## config.mk

```make
export PLATFORM = sky130hd
export DESIGN_NAME = p1_branch_resolver
export DESIGN_NICKNAME = d
export VERILOG_FILES = /design/src/rtl/simple_isa_pkg.sv /design/src/rtl/branch_cond_eval.sv /design/src/rtl/p1_branch_resolver.sv
export SDC_FILE = /design/constraint.sdc
export NUM_CORES = 1
export LEC_CHECK = 0
export BUFFER_PORTS_ARGS = -buffer_cell sky130_fd_sc_hd__buf_2
export CORE_MARGIN = 1
export CORE_UTILIZATION = 53
export CTS_CLUSTER_DIAMETER = 80
export DETAILED_ROUTE_END_ITERATION = 6
export PLACE_DENSITY = 0.85
export SKIP_LAST_GASP = 1
export SYNTH_ARGS = -nofsm -noshare
export SYNTH_HDL_FRONTEND = slang
export SYNTH_HIERARCHICAL = 1
export SYNTH_SLANG_ARGS = --single-unit
```

## constraint.sdc

```tcl
create_clock -name clock -period 4.7 [get_ports clock]
set_clock_uncertainty 0.15 [all_clocks]
set_input_delay 0.47 -clock clock [delete_from_list [all_inputs] [get_ports clock]]
set_output_delay 0.47 -clock clock [all_outputs]
set_load 0.005 [all_outputs]
```

## src/rtl/simple_isa_pkg.sv

```systemverilog
// simple_isa_pkg: opcode constants, condition codes, ALU flag bit positions
// and the branch resolver state encoding for the SIMPLE ISA.
package simple_isa_pkg;

    localparam logic [4:0] OP_B   = 5'b10100;
    localparam logic [4:0] OP_BCC = 5'b10111;

    localparam logic [2:0] COND_BE  = 3'b000;
    localparam logic [2:0] COND_BLT = 3'b001;
    localparam logic [2:0] COND_BLE = 3'b010;
    localparam logic [2:0] COND_BNE = 3'b011;

    // flags word is {S,Z,C,V}
    localparam int unsigned FLAG_S = 3;
    localparam int unsigned FLAG_Z = 2;
    localparam int unsigned FLAG_C = 1;
    localparam int unsigned FLAG_V = 0;

    typedef enum logic [1:0] {
        ST_IDLE,
        ST_WAIT_FLAGS,
        ST_ISSUE,
        ST_SQUASH
    } br_state_t;

endpackage

```

## src/rtl/branch_cond_eval.sv

```systemverilog
// branch_cond_eval: combinational condition check of a Bcc condition code
// against ALU flags {S,Z,C,V}. Codes 100..111 are never taken.
module branch_cond_eval
    import simple_isa_pkg::*;
(
    input  logic [2:0] cond,
    input  logic [3:0] flags,
    output logic       taken
);

    logic s_bit, z_bit, v_bit;
    logic unused_carry;

    assign s_bit        = flags[FLAG_S];
    assign z_bit        = flags[FLAG_Z];
    assign v_bit        = flags[FLAG_V];
    assign unused_carry = flags[FLAG_C];

    // Condition table lookup
    always_comb begin
        taken = 1'b0;
        case (cond)
            COND_BE:  taken = z_bit;
            COND_BLT: taken = s_bit ^ v_bit;
            COND_BLE: taken = z_bit | (s_bit ^ v_bit);
            COND_BNE: taken = ~z_bit;
            default:  taken = 1'b0;
        endcase
    end

endmodule

```

## src/rtl/p1_branch_resolver.sv

```systemverilog
// p1_branch_resolver: decodes B/Bcc from the fetch stage, waits for ALU flags,
// drives the PC redirect and squashes SHADOW wrong-path operations afterwards.
// Optional statistics counters are enabled with `define P1_BRANCH_STATS_EN.
module p1_branch_resolver
    import simple_isa_pkg::*;
#(
    parameter int unsigned SHADOW = 2,
    parameter int unsigned WIDTH  = 16
) (
    input  logic             clock,
    input  logic             reset_n,
    input  logic             op_valid,
    input  logic [WIDTH-1:0] operation,
    input  logic [WIDTH-1:0] pcin,
    output logic             op_ready,
    input  logic             flags_valid,
    input  logic [3:0]       flags,
    output logic             pcsrcout,
    output logic [WIDTH-1:0] pctargetout,
    input  logic             redirect_ack,
    output logic             squash,
    output logic [WIDTH-1:0] branch_pc
`ifdef P1_BRANCH_STATS_EN
    ,
    output logic [15:0]      taken_cnt,
    output logic [15:0]      nottaken_cnt,
    output logic [15:0]      squash_cnt
`endif
);

    localparam int unsigned CW = (SHADOW < 2) ? 1 : $clog2(SHADOW + 1);

    br_state_t     state;
    logic [2:0]    cond_q;
    logic [7:0]    offset_q;
    logic [CW-1:0] shadow_cnt;
    logic          is_b;
    logic          is_bcc;
    logic          cond_taken;

    function automatic logic [WIDTH-1:0] sext8(input logic [7:0] off);
        return {{(WIDTH-8){off[7]}}, off};
    endfunction

    assign is_b     = (operation[15:11] == OP_B);
    assign is_bcc   = (operation[15:11] == OP_BCC);
    assign op_ready = (state == ST_IDLE) || (state == ST_SQUASH);
    assign squash   = (state == ST_SQUASH) && op_valid;

    branch_cond_eval u_cond (
        .cond  (cond_q),
        .flags (flags),
        .taken (cond_taken)
    );

    // Resolver FSM with registered redirect outputs and wrong-path counter
    always_ff @(posedge clock or negedge reset_n) begin
        if (!reset_n) begin
            state       <= ST_IDLE;
            cond_q      <= '0;
            offset_q    <= '0;
            shadow_cnt  <= '0;
            pcsrcout    <= 1'b0;
            pctargetout <= '0;
            branch_pc   <= '0;
        end else begin
            case (state)
                ST_IDLE: begin
                    if (op_valid) begin
                        if (is_b) begin
                            branch_pc   <= pcin;
                            offset_q    <= operation[7:0];
                            pctargetout <= sext8(operation[7:0]);
                            pcsrcout    <= 1'b1;
                            state       <= ST_ISSUE;
                        end else if (is_bcc) begin
                            branch_pc <= pcin;
                            offset_q  <= operation[7:0];
                            cond_q    <= operation[10:8];
                            state     <= ST_WAIT_FLAGS;
                        end
                    end
                end
                ST_WAIT_FLAGS: begin
                    if (flags_valid) begin
                        if (cond_taken) begin
                            pctargetout <= sext8(offset_q);
                            pcsrcout    <= 1'b1;
                            state       <= ST_ISSUE;
                        end else begin
                            state <= ST_IDLE;
                        end
                    end
                end
                ST_ISSUE: begin
                    if (redirect_ack) begin
                        pcsrcout <= 1'b0;
                        if (SHADOW == 0) begin
                            state <= ST_IDLE;
                        end else begin
                            shadow_cnt <= CW'(SHADOW);
                            state      <= ST_SQUASH;
                        end
                    end
                end
                ST_SQUASH: begin
                    if (op_valid) begin
                        shadow_cnt <= shadow_cnt - 1'b1;
                        if (shadow_cnt == CW'(1)) begin
                            state <= ST_IDLE;
                        end
                    end
                end
                default: state <= ST_IDLE;
            endcase
        end
    end

`ifdef P1_BRANCH_STATS_EN
    logic ev_taken;
    logic ev_nottaken;

    // Resolution events feeding the statistics counters
    always_comb begin
        ev_taken    = ((state == ST_IDLE) && op_valid && is_b) ||
                      ((state == ST_WAIT_FLAGS) && flags_valid && cond_taken);
        ev_nottaken = (state == ST_WAIT_FLAGS) && flags_valid && !cond_taken;
    end

    // Saturating statistics counters
    always_ff @(posedge clock or negedge reset_n) begin
        if (!reset_n) begin
            taken_cnt    <= '0;
            nottaken_cnt <= '0;
            squash_cnt   <= '0;
        end else begin
            if (ev_taken && (taken_cnt != '1))
                taken_cnt <= taken_cnt + 16'd1;
            if (ev_nottaken && (nottaken_cnt != '1))
                nottaken_cnt <= nottaken_cnt + 16'd1;
            if (squash && (squash_cnt != '1))
                squash_cnt <= squash_cnt + 16'd1;
        end
    end
`endif

endmodule

```

* Word level (Yosys, flattened, before mapping)
Cells that the tools add are included.
** Word-level totals
- RAM bits :: 0
- Latch bits :: 0
- Memories :: 0
- Word-level logic and storage cells :: 71
- Bits in read-only memories :: 0
- Output and inout bits :: 35
- Register bits :: 48
** Operators by class
- $lt $le $gt $ge :: 0
- Bitwise operators :: 4
- Shift operators :: 0
- Muxes and demuxes :: 28
- Reduce and logical (&&, ||, !) cells :: 14
- Eq/ne operators :: 17
- $mul :: 0
- Div/mod/pow operators :: 0
- Add/sub/neg operators :: 1
** Operators with widths (count)
- 16-bit two-way mux :: 6
- 16-bit one-hot mux with 2 select lines :: 1
- 2-bit two-way mux :: 10
- 8-bit two-way mux :: 2
- 2-bit inequality test, second input constant :: 6
- 6-bit AND reduction :: 2
- 5-bit == test, second input constant :: 2
- 2-bit one-hot mux with 4 select lines :: 1
- 3-bit by 2-bit == test with 1-bit output, second input constant :: 2
- 3-bit AND reduction :: 2
- 2-bit nonzero test :: 3
- 1-bit two-way mux :: 5
- 5-bit AND reduction :: 1
- 2-bit by 1-bit == test with 1-bit output, second input constant :: 2
- 2-bit == test, second input constant :: 2
- 1-bit one-hot mux with 4 select lines :: 1
- 2-bit one-hot mux with 2 select lines :: 1
- 4-bit AND reduction :: 1
- 3-bit by 1-bit == test with 1-bit output, second input constant :: 1
- 3-bit logical NOT :: 1
- 3-bit inequality test, second input constant :: 1
- 1-bit one-hot mux with 3 select lines :: 1
- 3-bit nonzero test :: 1
- 2-bit logical NOT :: 1
- other kinds (7) :: 8

* Logic depth before layout (Yosys ltp)
Gate-level depths: netlist (run 1).
- Depth in word-level cells :: 6
- Depth in mapped cells :: 7
- Mapped depth without buffers :: 7

* Modules after synthesis
The synthesis (run 1) kept the hierarchy.
** Modules (own cells, without submodules)
- p1_branch_resolver :: instances 1, area an instance 2003.2 µm², cells an instance 143, sequential area each 1001.0 µm²
- branch_cond_eval :: instances 1, area an instance 41.3 µm², cells an instance 6, sequential area each 0.0 µm²

* Least setup slack after synthesis (run 1)
No wires, ideal clock.
- Path kind :: reg-to-reg
- From :: register state[0]
- To :: register branch_pc[10]
- Library setup time :: 0.125 ns
- Required time :: 4.425 ns
- Path slack :: 2.797 ns
- Arrival time :: 1.628 ns
- Stages on the path, launching flop included :: 7
- Clock period less this slack :: 1.903 ns
- Path through :: dfrtp_1 > inv_1 > ha_1 > nand2_1 > nor3_4 > buf_6 > mux2_4
** On the way
- Longest elaborated chain between the ends :: 2
** RTL lines
- start: declaration :: RTL line p1_branch_resolver.sv:33 : br_state_t state;
- start signal: assignment :: RTL line p1_branch_resolver.sv:59 : state <= ST_IDLE;
- start signal: assignment :: RTL line p1_branch_resolver.sv:75 : state <= ST_ISSUE;
- start signal: assignment :: RTL line p1_branch_resolver.sv:80 : state <= ST_WAIT_FLAGS;
- 2-bit logical NOT :: RTL line p1_branch_resolver.sv:67 : case (state)
- 3-bit AND reduction (no line)
- end signal: assignment :: RTL line p1_branch_resolver.sv:71 : branch_pc <= pcin;
- end signal: assignment :: RTL line p1_branch_resolver.sv:77 : branch_pc <= pcin;
- end: declaration :: RTL line p1_branch_resolver.sv:22 : output logic [WIDTH-1:0] branch_pc
Every way passes these cells.
A chain may end at the register's enable or synchronous reset.

* Worst setup path after layout (run 1)
- From :: register state[1]
- To :: register offset_q[0]
** On the way
- Longest elaborated chain between the ends :: 2
** RTL lines
- 2-bit logical NOT :: RTL line p1_branch_resolver.sv:67
- 3-bit AND reduction (no line)
- end signal: assignment :: RTL line p1_branch_resolver.sv:72 : offset_q <= operation[7:0];
- end signal: assignment :: RTL line p1_branch_resolver.sv:78 : offset_q <= operation[7:0];
- end: declaration :: RTL line p1_branch_resolver.sv:35 : logic [7:0] offset_q;
Every way passes these cells.

==> results.cfg, run 1 <==
[finish]
n_antenna_cell = 0
area_delta_synth_final_pct = 21.1
fillers = 310
final_cells = 268
final_area_um2 = 2480
drive_gt1_frac = 0.591
nets = 266

[global_routing]
antenna_found_initial = 0
grt_pass1_wl_um = 5800
grt.overflow.total = 0
grt_start_max_net_pins = 41
grt_pass1_vias = 1344
track_usage = 0.187

[floorplan]
rows = 22
floorplan.initialDensity = 0.554
ios = 76
die_area_um2 = 4110
die_y_um = 64.1
design.core.area_um2 = 3690
die_x_um = 64.1

[flow_run]
maxCapViolations = 0

[critical_path]
path_cells = inv_1, ha_1, nand2_1, nor3_4, buf_4, mux2_2
cp_top_family = buffers and inverters
startpoint_type = flip-flop
cp.required_ns = 4.72
cp_max_fo = 24
path_class = reg -> reg
arrival_ns = 2.17
critPathMaxStageDelay_ns = 0.42
cp-end-kind = flip-flop
cp.buffers_inverters = 2
critPathSlowestCell = dfrtp_1

[power_and_ir_drop]
power.total_mw = 1.46
leakagePower_nw = 1.30
ir_drop_mv = 0.334
p_per_area_nw_per_um2 = 588

[sta]
setup_viol = 0
hold_viol_final = 0
worst_slew_margin_rel = 0.435
rsz0062_at_grt = no
setup_tns_ns = 0
layout_min_cycle_time_ns = 2.15
final-max-slew-violation-count = 0
tightest_slew_ns = 0.848
clock.fmax_ghz = 0.465
finalCritPeriodShare = 0.458

[worst_hold_path]
hold_path_class = in -> async

[detailed_routing]
wl_um = 3440
viasPerCell = 5.02
via_count = 1346
drt-wirelength-per-cell_um = 12.9
ant_nets = 0
drc_errors = 0
drt-initial-drc-count = 20
firstDrtPassIters = 4

[synthesis]
yosysUniqueCellTypes = 34
seq_area_frac_synth = 0.490
syn_inst = 149
syn_area_um2 = 2040
yosysWarnings = 6
ys_ff_latch = 40
syn_nets = 195
synth_area_per_cell_um2 = 13.7

[place]
dp_cells = 261
placed_area_um2 = 2390
portBuffers = 74
hpwlAfterDp_um = 2630
gp_congestion = 0.769

[clock_tree]
cts_buffers = 5
cts_tree = built
cts.htree.levels = 2
cts-resized-gates = 0
clkTransAtPathRegs_ns = 0.07
cts_root_buf = clkbuf_8
postCtsSetupRepairBufs = 0
clk_latency_ns = 0.28
cts.path.max_buffers = 2
holdBufCountCts = 0
cts_sinks = 40

[run_status]
status = finished clean
cell usage in the layout, fill, tap and decap left out, drive strengths merged:
cell and instances:
nand3 4, xor2 2, o22ai 1, buf 75, or2b 2, clkinvlp 1, and3 1, nor2 2
clkinv 1, and2 2, o21ai 4, nand2 7, dfrtp 40, mux2 43, o211ai 1, mux2i 1
inv 7, nand2b 2, nor3 2, o21a 1, a21bo 1, and2b 1, ha 5, a2bb2oi 1
nand3b 2, clkbuf 5, and4 1, a31oi 1, a21oi 1, o31ai 1, o2bb2ai 2
per-layer routing:
| layer | vias to the layer above | wire (µm) | share of wire | global-route usage |
|---|---|---|---|---|
| met3 | 4 | 244 | 0.071 | 0.0625 |
| met4 | 0 | 36 | 0.010 | 0.0417 |
| met2 | 51 | 1660 | 0.48 | 0.309 |
| met5 | - | 0 | 0 | 0 |
| li1 | 654 | - | - | - |
| met1 | 637 | 1500 | 0.44 | 0.240 |
area by class of cell:
class	instances	area (µm²)	share of cell area
Clock buffer	5	68.8	0.0278
Clock inverter	2	12.5	0.00505
Inverter	7	26.3	0.0106
Multi-Input combinational cell	91	930	0.375
Sequential cell	40	1000	0.404
Tap cell	48	60.1	0.0243
Timing Repair Buffer	75	378	0.153
logic make-up (layout without fill, tap and decap cells):
kind of cell,count (synthesis),after routing,share of synthesized area
compound gates,14,14,0.0539
xor+xnor,2,2,0.00857
fa+ha+maj,5,5,0.0306
buf+inv,18,89,0.0557
flops,40,40,0.490
mux,44,44,0.278
simple gates,26,26,0.0832
Yosys cell counts, drive strengths merged:
master | count | share of area
a21bo | 1 | 0.0049
a21oi | 1 | 0.0024
a2bb2oi | 1 | 0.0043
a31oi | 1 | 0.0031
and2 | 2 | 0.0061
and2b | 1 | 0.0037
and3 | 1 | 0.0031
and4 | 1 | 0.0043
buf | 11 | 0.043
dfrtp | 40 | 0.49
ha | 5 | 0.031
inv | 7 | 0.013
mux2 | 43 | 0.27
mux2i | 1 | 0.0049
nand2 | 7 | 0.013
nand2b | 2 | 0.0061
nand3 | 4 | 0.012
nand3b | 2 | 0.013
nor2 | 2 | 0.0037
nor3 | 2 | 0.010
o211ai | 1 | 0.0037
o21a | 1 | 0.0037
o21ai | 4 | 0.0098
o22ai | 1 | 0.0031
o2bb2ai | 2 | 0.0086
o31ai | 1 | 0.010
or2b | 2 | 0.0073
xor2 | 2 | 0.0086
registers in the layout, indices dropped and copies added (netlist names):
register / flops
offset_q: 8
pcsrcout: 1
cond_q: 3
shadow_cnt: 2
state: 2
branch_pc: 16
pctargetout: 8
power by group:
part / total [mW] / internal [mW] / switching, mW
clock network: 0.210 / 0.100 / 0.109
logic: 0.656 / 0.395 / 0.261
registers: 0.590 / 0.501 / 0.0888
total: 1.46 / 0.996 / 0.459
worst paths after layout:
| check | startpoint | end | slack [ns] | cells after the start |
|---|---|---|---|---|
| max | state[1] | offset_q[0] | 2.55 | 6 |
| min | reset_n | cond_q[1] | 0.14 | 1 |
| max reg2reg | state[1] | offset_q[0] | 2.55 | 6 |
| min reg2reg | pctargetout[3] | pctargetout[3] | 0.35 | 1 |
| max in group asynchronous | reset_n | offset_q[0] | 3.73 | 1 |
| min in group clock | pcin[9] | branch_pc[9] | 0.26 | 2 |
through the flow:
stage / util / hold slack [ns] / setup slack (ns)
after global placement: 0.649 / 0.335 / 2.53
after global routing: 0.671 / 0.196 / 2.37
after CTS: 0.671 / 0.168 / 2.52
after detailed placement: 0.649 / 0.337 / 2.44
after floorplan: - / 0.0244 / 2.80
final: 0.671 / 0.141 / 2.55
(Power assumes the default switching activity.)
==> inputs of run 2 (changes only) <==
--- a/config.mk
+++ b/config.mk
@@ -7,10 +7,10 @@
 export LEC_CHECK = 0
 export BUFFER_PORTS_ARGS = -buffer_cell sky130_fd_sc_hd__buf_2
 export CORE_MARGIN = 1
-export CORE_UTILIZATION = 53
+export CORE_UTILIZATION = 44
 export CTS_CLUSTER_DIAMETER = 80
 export DETAILED_ROUTE_END_ITERATION = 6
-export PLACE_DENSITY = 0.85
+export PLACE_DENSITY = 0.75
 export SKIP_LAST_GASP = 1
 export SYNTH_ARGS = -nofsm -noshare
 export SYNTH_HDL_FRONTEND = slang
==> constraint.sdc (replaced) <==
create_clock -name clock -period 1.8 [get_ports clock]
set_clock_uncertainty 0.15 [all_clocks]
set_input_delay 0.18 -clock clock [delete_from_list [all_inputs] [get_ports clock]]
set_output_delay 0.18 -clock clock [all_outputs]
set_load 0.005 [all_outputs]
==> run 2 against run 1 <==
Effect of this change:
- clock power grew to 3.0 times the previous value
- critical path type unchanged
- wire length grew 24%
- cell area grew 21%
- clock-buffer cell count rose by 2
- sequential power grew to 2.6 times the previous value
==> results.cfg, run 2 (synthesis gave the netlist of run 1 again) <==
[clock_tree]
cts.path.max_buffers = 2
clk_latency_ns = 0.28
cts.htree.levels = 2
cts_sinks = 40
cts_tree = built
clkTransAtPathRegs_ns = 0.07
cts_buffers = 5
cts_root_buf = clkbuf_8

[critical_path]
path_class = reg -> reg
path_cells = or2b_1, a31oi_2, nand3_1, o21ai_2, nand3_4, mux2_4
cp_max_fo = 8
cp.required_ns = 1.82
critPathSlowestCell = dfrtp_1
cp-end-kind = flip-flop
startpoint_type = flip-flop
arrival_ns = 1.81
critPathMaxStageDelay_ns = 0.41

[sta]
clock.fmax_ghz = 0.557
finalCritPeriodShare = 0.998
tightest_slew_ns = 0.488
postLayoutSetupSlackWorst_ns = 0.00348
setup_viol = 0
final-max-slew-violation-count = 0
rsz0062_at_grt = yes
hold_slack_ns = 0.170
setup_tns_ns = 0
hold_viol_final = 0
worst_slew_margin_rel = 0.675
layout_min_cycle_time_ns = 1.80

[finish]
final_area_um2 = 2990
drive_gt1_frac = 0.575
fin_util = 0.676
fillers = 326
regMostFlops = branch_pc
mostFrequentLayoutCell = buf_2
n_antenna_cell = 0
reg_top3 = branch_pc: 16 flops, offset_q: 8 flops, pctargetout: 8 flops
multi_input_area_um2 = 980
area_delta_synth_final_pct = 46.0
final_cell_mix = buf_2 (74), dfrtp_1 (40), dlygate4sd3_1 (28)
final_cells = 311
largest_register_ffs = 16
regArea_um2 = 1000
nets = 305

[global_routing]
grt_start_max_net_pins = 41
antenna_found_initial = 0
grt.overflow.total = 0
grt_pass1_wl_um = 6840
track_usage = 0.179
grt_pass1_vias = 1555

[detailed_routing]
ant_nets = 0
drt-wirelength-per-cell_um = 13.7
drc_errors = 0
via_count = 1509
viasPerCell = 4.85
drt-initial-drc-count = 65
wl_um = 4270
firstDrtPassIters = 4

[place]
placed_area_um2 = 2500
portBuffers = 74
hpwlAfterDp_um = 2810
dp_cells = 272
place_ws_ns = -0.120
gp_congestion = 0.791

[power_and_ir_drop]
power.total_mw = 4.21
p_per_area_nw_per_um2 = 1410
ir_drop_mv = 0.745
leakagePower_nw = 1.52

[flow_run]
maxCapViolations = 0

[floorplan]
floorplan.initialDensity = 0.463
die_x_um = 70.2
die_y_um = 70.2
ios = 76
rows = 24
die_area_um2 = 4920
design.core.area_um2 = 4410

[run_status]
status = finished clean

[worst_hold_path]
hold_path_class = in -> reg
[run 2: cell count changes in the layout (fill, tap and decap cells not counted), sizes merged]
| cell | change |
|---|---|
| dlygate4sd3 | +28 |
| clkbuf | +4 |
| buf | +9 |
| clkinvlp | -1 |
| clkinv | -1 |
[run 2: where the power goes]
part	total, mW	switching, mW	leakage, nW	internal (mW)
clock network	0.625	0.284	0.0503	0.341
registers	1.56	0.252	0.512	1.31
logic	2.03	0.786	0.958	1.24
[run 2: path summary, 6_finish.rpt]
path | slack [ns] | depth (start not counted) | to | from
min reg2reg | 0.36 | 1 | branch_pc[12] | branch_pc[12]
max | 0.003 | 6 | pctargetout[6] | cond_q[0]
min in group asynchronous | 0.32 | 3 | cond_q[1] | reset_n
min | 0.17 | 4 | pcsrcout | operation[12]
max in group asynchronous | 0.84 | 3 | pcsrcout | reset_n
max reg2reg | 0.003 | 6 | pctargetout[6] | cond_q[0]
[run 2: final cells by class]
type                       count  area share
clock buffer                   7      0.0323
inverter                       7     0.00880
multi-input combinational     91       0.328
sequential                    40       0.335
tap                           52      0.0218
timing repair buffer         114       0.274
[run 2: metal layers]
metal,wire length [µm],part of all wire,track usage,vias up
li1,-,-,-,735
met1,1930,0.45,0.212,711
met2,2060,0.48,0.311,54
met3,199,0.047,0.0476,9
met4,80,0.019,0.0622,0
met5,0,0,0,-
[run 2: timing repair]
| item | CTS | global route |
|---|---|---|
| cloned | 0 | 3 |
| endpoints found under the setup margin | 9 | 34 |
| hold buffers | 26 | 2 |
| setup buffers | 0 | 1 |
| endpoints found under the hold margin | 65 | 2 |
| pin swaps | 3 | 2 |
| resized for setup | 6 | 2 |
[run 2: worst max-delay path, delay by kind of cell, from the launching register on]
kind / cells / cell delay, ns
and+or+nand+nor: 3 / 0.53
muxes: 1 / 0.34
DFF: 1 / 0.41
AOI/OAI and AO/OA: 2 / 0.26
==> inputs of run 3 (changes only) <==
--- a/config.mk
+++ b/config.mk
@@ -11,7 +11,7 @@
 export CTS_CLUSTER_DIAMETER = 80
 export DETAILED_ROUTE_END_ITERATION = 6
 export PLACE_DENSITY = 0.75
-export SKIP_LAST_GASP = 1
+export RECOVER_POWER = 25
 export SYNTH_ARGS = -nofsm -noshare
 export SYNTH_HDL_FRONTEND = slang
 export SYNTH_HIERARCHICAL = 1
==> run 3 against run 2 <==
Effect of this change:
- sequential share of layout area about the same
- cell count unchanged
- utilization decreased by 0.057 points
- maximum frequency is essentially flat
- flip-flop and latch count unchanged
- via count grew 0.13%
- first-iteration DRC count stayed put
- clock-buffer cell count unchanged
- non-clock buffer count unchanged
- die area did not move
- clock power is essentially flat
- power is essentially flat
- highest routed layer unchanged
==> results.cfg, run 3 (synthesis gave the netlist of run 1 again) <==
[run_status]
status = finished clean

[finish]
fillers = 327
n_antenna_cell = 0
largest_register_ffs = 16
drive_gt1_frac = 0.575
reg_top3 = branch_pc: 16 flops, offset_q: 8 flops, pctargetout: 8 flops
regMostFlops = branch_pc
fin_util = 0.676
nets = 305
regArea_um2 = 1000
final_cell_mix = buf_2 (74), dfrtp_1 (40), dlygate4sd3_1 (28)
multi_input_area_um2 = 980
area_delta_synth_final_pct = 45.9
mostFrequentLayoutCell = buf_2

[place]
portBuffers = 74
gp_congestion = 0.791
hpwlAfterDp_um = 2810
place_ws_ns = -0.120

[sta]
tightest_slew_ns = 0.946
postLayoutSetupSlackWorst_ns = 0.00347
worst_slew_margin_rel = 0.370
hold_viol_final = 0
clock.fmax_ghz = 0.557
layout_min_cycle_time_ns = 1.80
finalCritPeriodShare = 0.998
final-max-slew-violation-count = 0
rsz0062_at_grt = yes
setup_viol = 0

[clock_tree]
cts_sinks = 40
cts_buffers = 5
clk_latency_ns = 0.28
clkTransAtPathRegs_ns = 0.07
cts_root_buf = clkbuf_8
cts.path.max_buffers = 2
cts.htree.levels = 2
cts_tree = built

[global_routing]
grt.overflow.total = 0
antenna_found_initial = 0
grt_pass1_wl_um = 6840
grt_pass1_vias = 1555
grt_start_max_net_pins = 41
track_usage = 0.179

[floorplan]
die_x_um = 70.2
floorplan.initialDensity = 0.463
rows = 24
ios = 76
die_area_um2 = 4920
design.core.area_um2 = 4410
die_y_um = 70.2

[detailed_routing]
firstDrtPassIters = 4
viasPerCell = 4.86
ant_nets = 0
drt-wirelength-per-cell_um = 13.7
drc_errors = 0
via_count = 1511
drt-initial-drc-count = 65
wl_um = 4270

[power_and_ir_drop]
power.total_mw = 4.21
ir_drop_mv = 0.745
leakagePower_nw = 1.52
p_per_area_nw_per_um2 = 1410

[critical_path]
arrival_ns = 1.81
path_class = reg -> reg
cp.required_ns = 1.82
cp-end-kind = flip-flop
cp_max_fo = 8
startpoint_type = flip-flop

[worst_hold_path]
hold_path_class = in -> reg

[flow_run]
maxCapViolations = 0
-- run 3: layout make-up --
class,count,share of cell area
repair buffers,114,0.273
multi-input cells,91,0.328
inverters,7,0.00881
flip-flops and latches,40,0.336
clock buffers,7,0.0323
well taps,52,0.0218
-- run 3: path summary, 6_finish.rpt --
check	from	to	slack, ns	cells after the start
setup / recovery	cond_q[0]	pctargetout[6]	0.003	6
hold / removal	operation[12]	pcsrcout	0.17	4
setup reg to reg	cond_q[0]	pctargetout[6]	0.003	6
hold reg to reg	branch_pc[12]	branch_pc[12]	0.36	1
max in group asynchronous	reset_n	pcsrcout	0.41	3
min in group asynchronous	reset_n	cond_q[1]	0.50	3
-- run 3: metrics by stage --
| stage | cell area, µm² | cells | hold slack [ns] | setup TNS (ns) |
|---|---|---|---|---|
| finish | 2980 | 311 | 0.170 | 0 |
| global route | 2980 | 311 | 0.203 | -0.548 |
| CTS | 2880 | 305 | 0.000141 | -0.0190 |
| detailed placement | 2500 | 272 | 0.115 | -0.933 |
| global placement | 2500 | 272 | 0.115 | -0.680 |
| floorplan | 2060 | 149 | -0.266 | 0 |
-- run 3: worst max-delay path, cell delays in order, from the launching register on --
cell and delay, ns:
dfrtp_1 0.41, or2b_1 0.25, a31oi_2 0.17, nand3_1 0.12, o21ai_2 0.09, nand3_4 0.16
mux2_4 0.34
-- run 3: power breakdown --
| group | switching [mW] | internal (mW) |
|---|---|---|
| clock | 0.284 | 0.341 |
| combinational | 0.785 | 1.24 |
| sequential | 0.252 | 1.31 |
-- run 3: what timing repair did --
item,in CTS,in global routing
setup endpoints to repair,9,34
gates resized for setup,6,2
hold buffers,26,2
gates cloned,0,3
pin swaps,3,2
buffers inserted,0,1
hold endpoints to repair,65,2
-- run 3: routing by layer --
metal	vias to the layer above	routed length [µm]	track usage
met2	54	2060	0.311
met1	713	1930	0.212
met4	0	80	0.0622
li1	735	-	-
met3	9	199	0.0476
met5	-	0	0
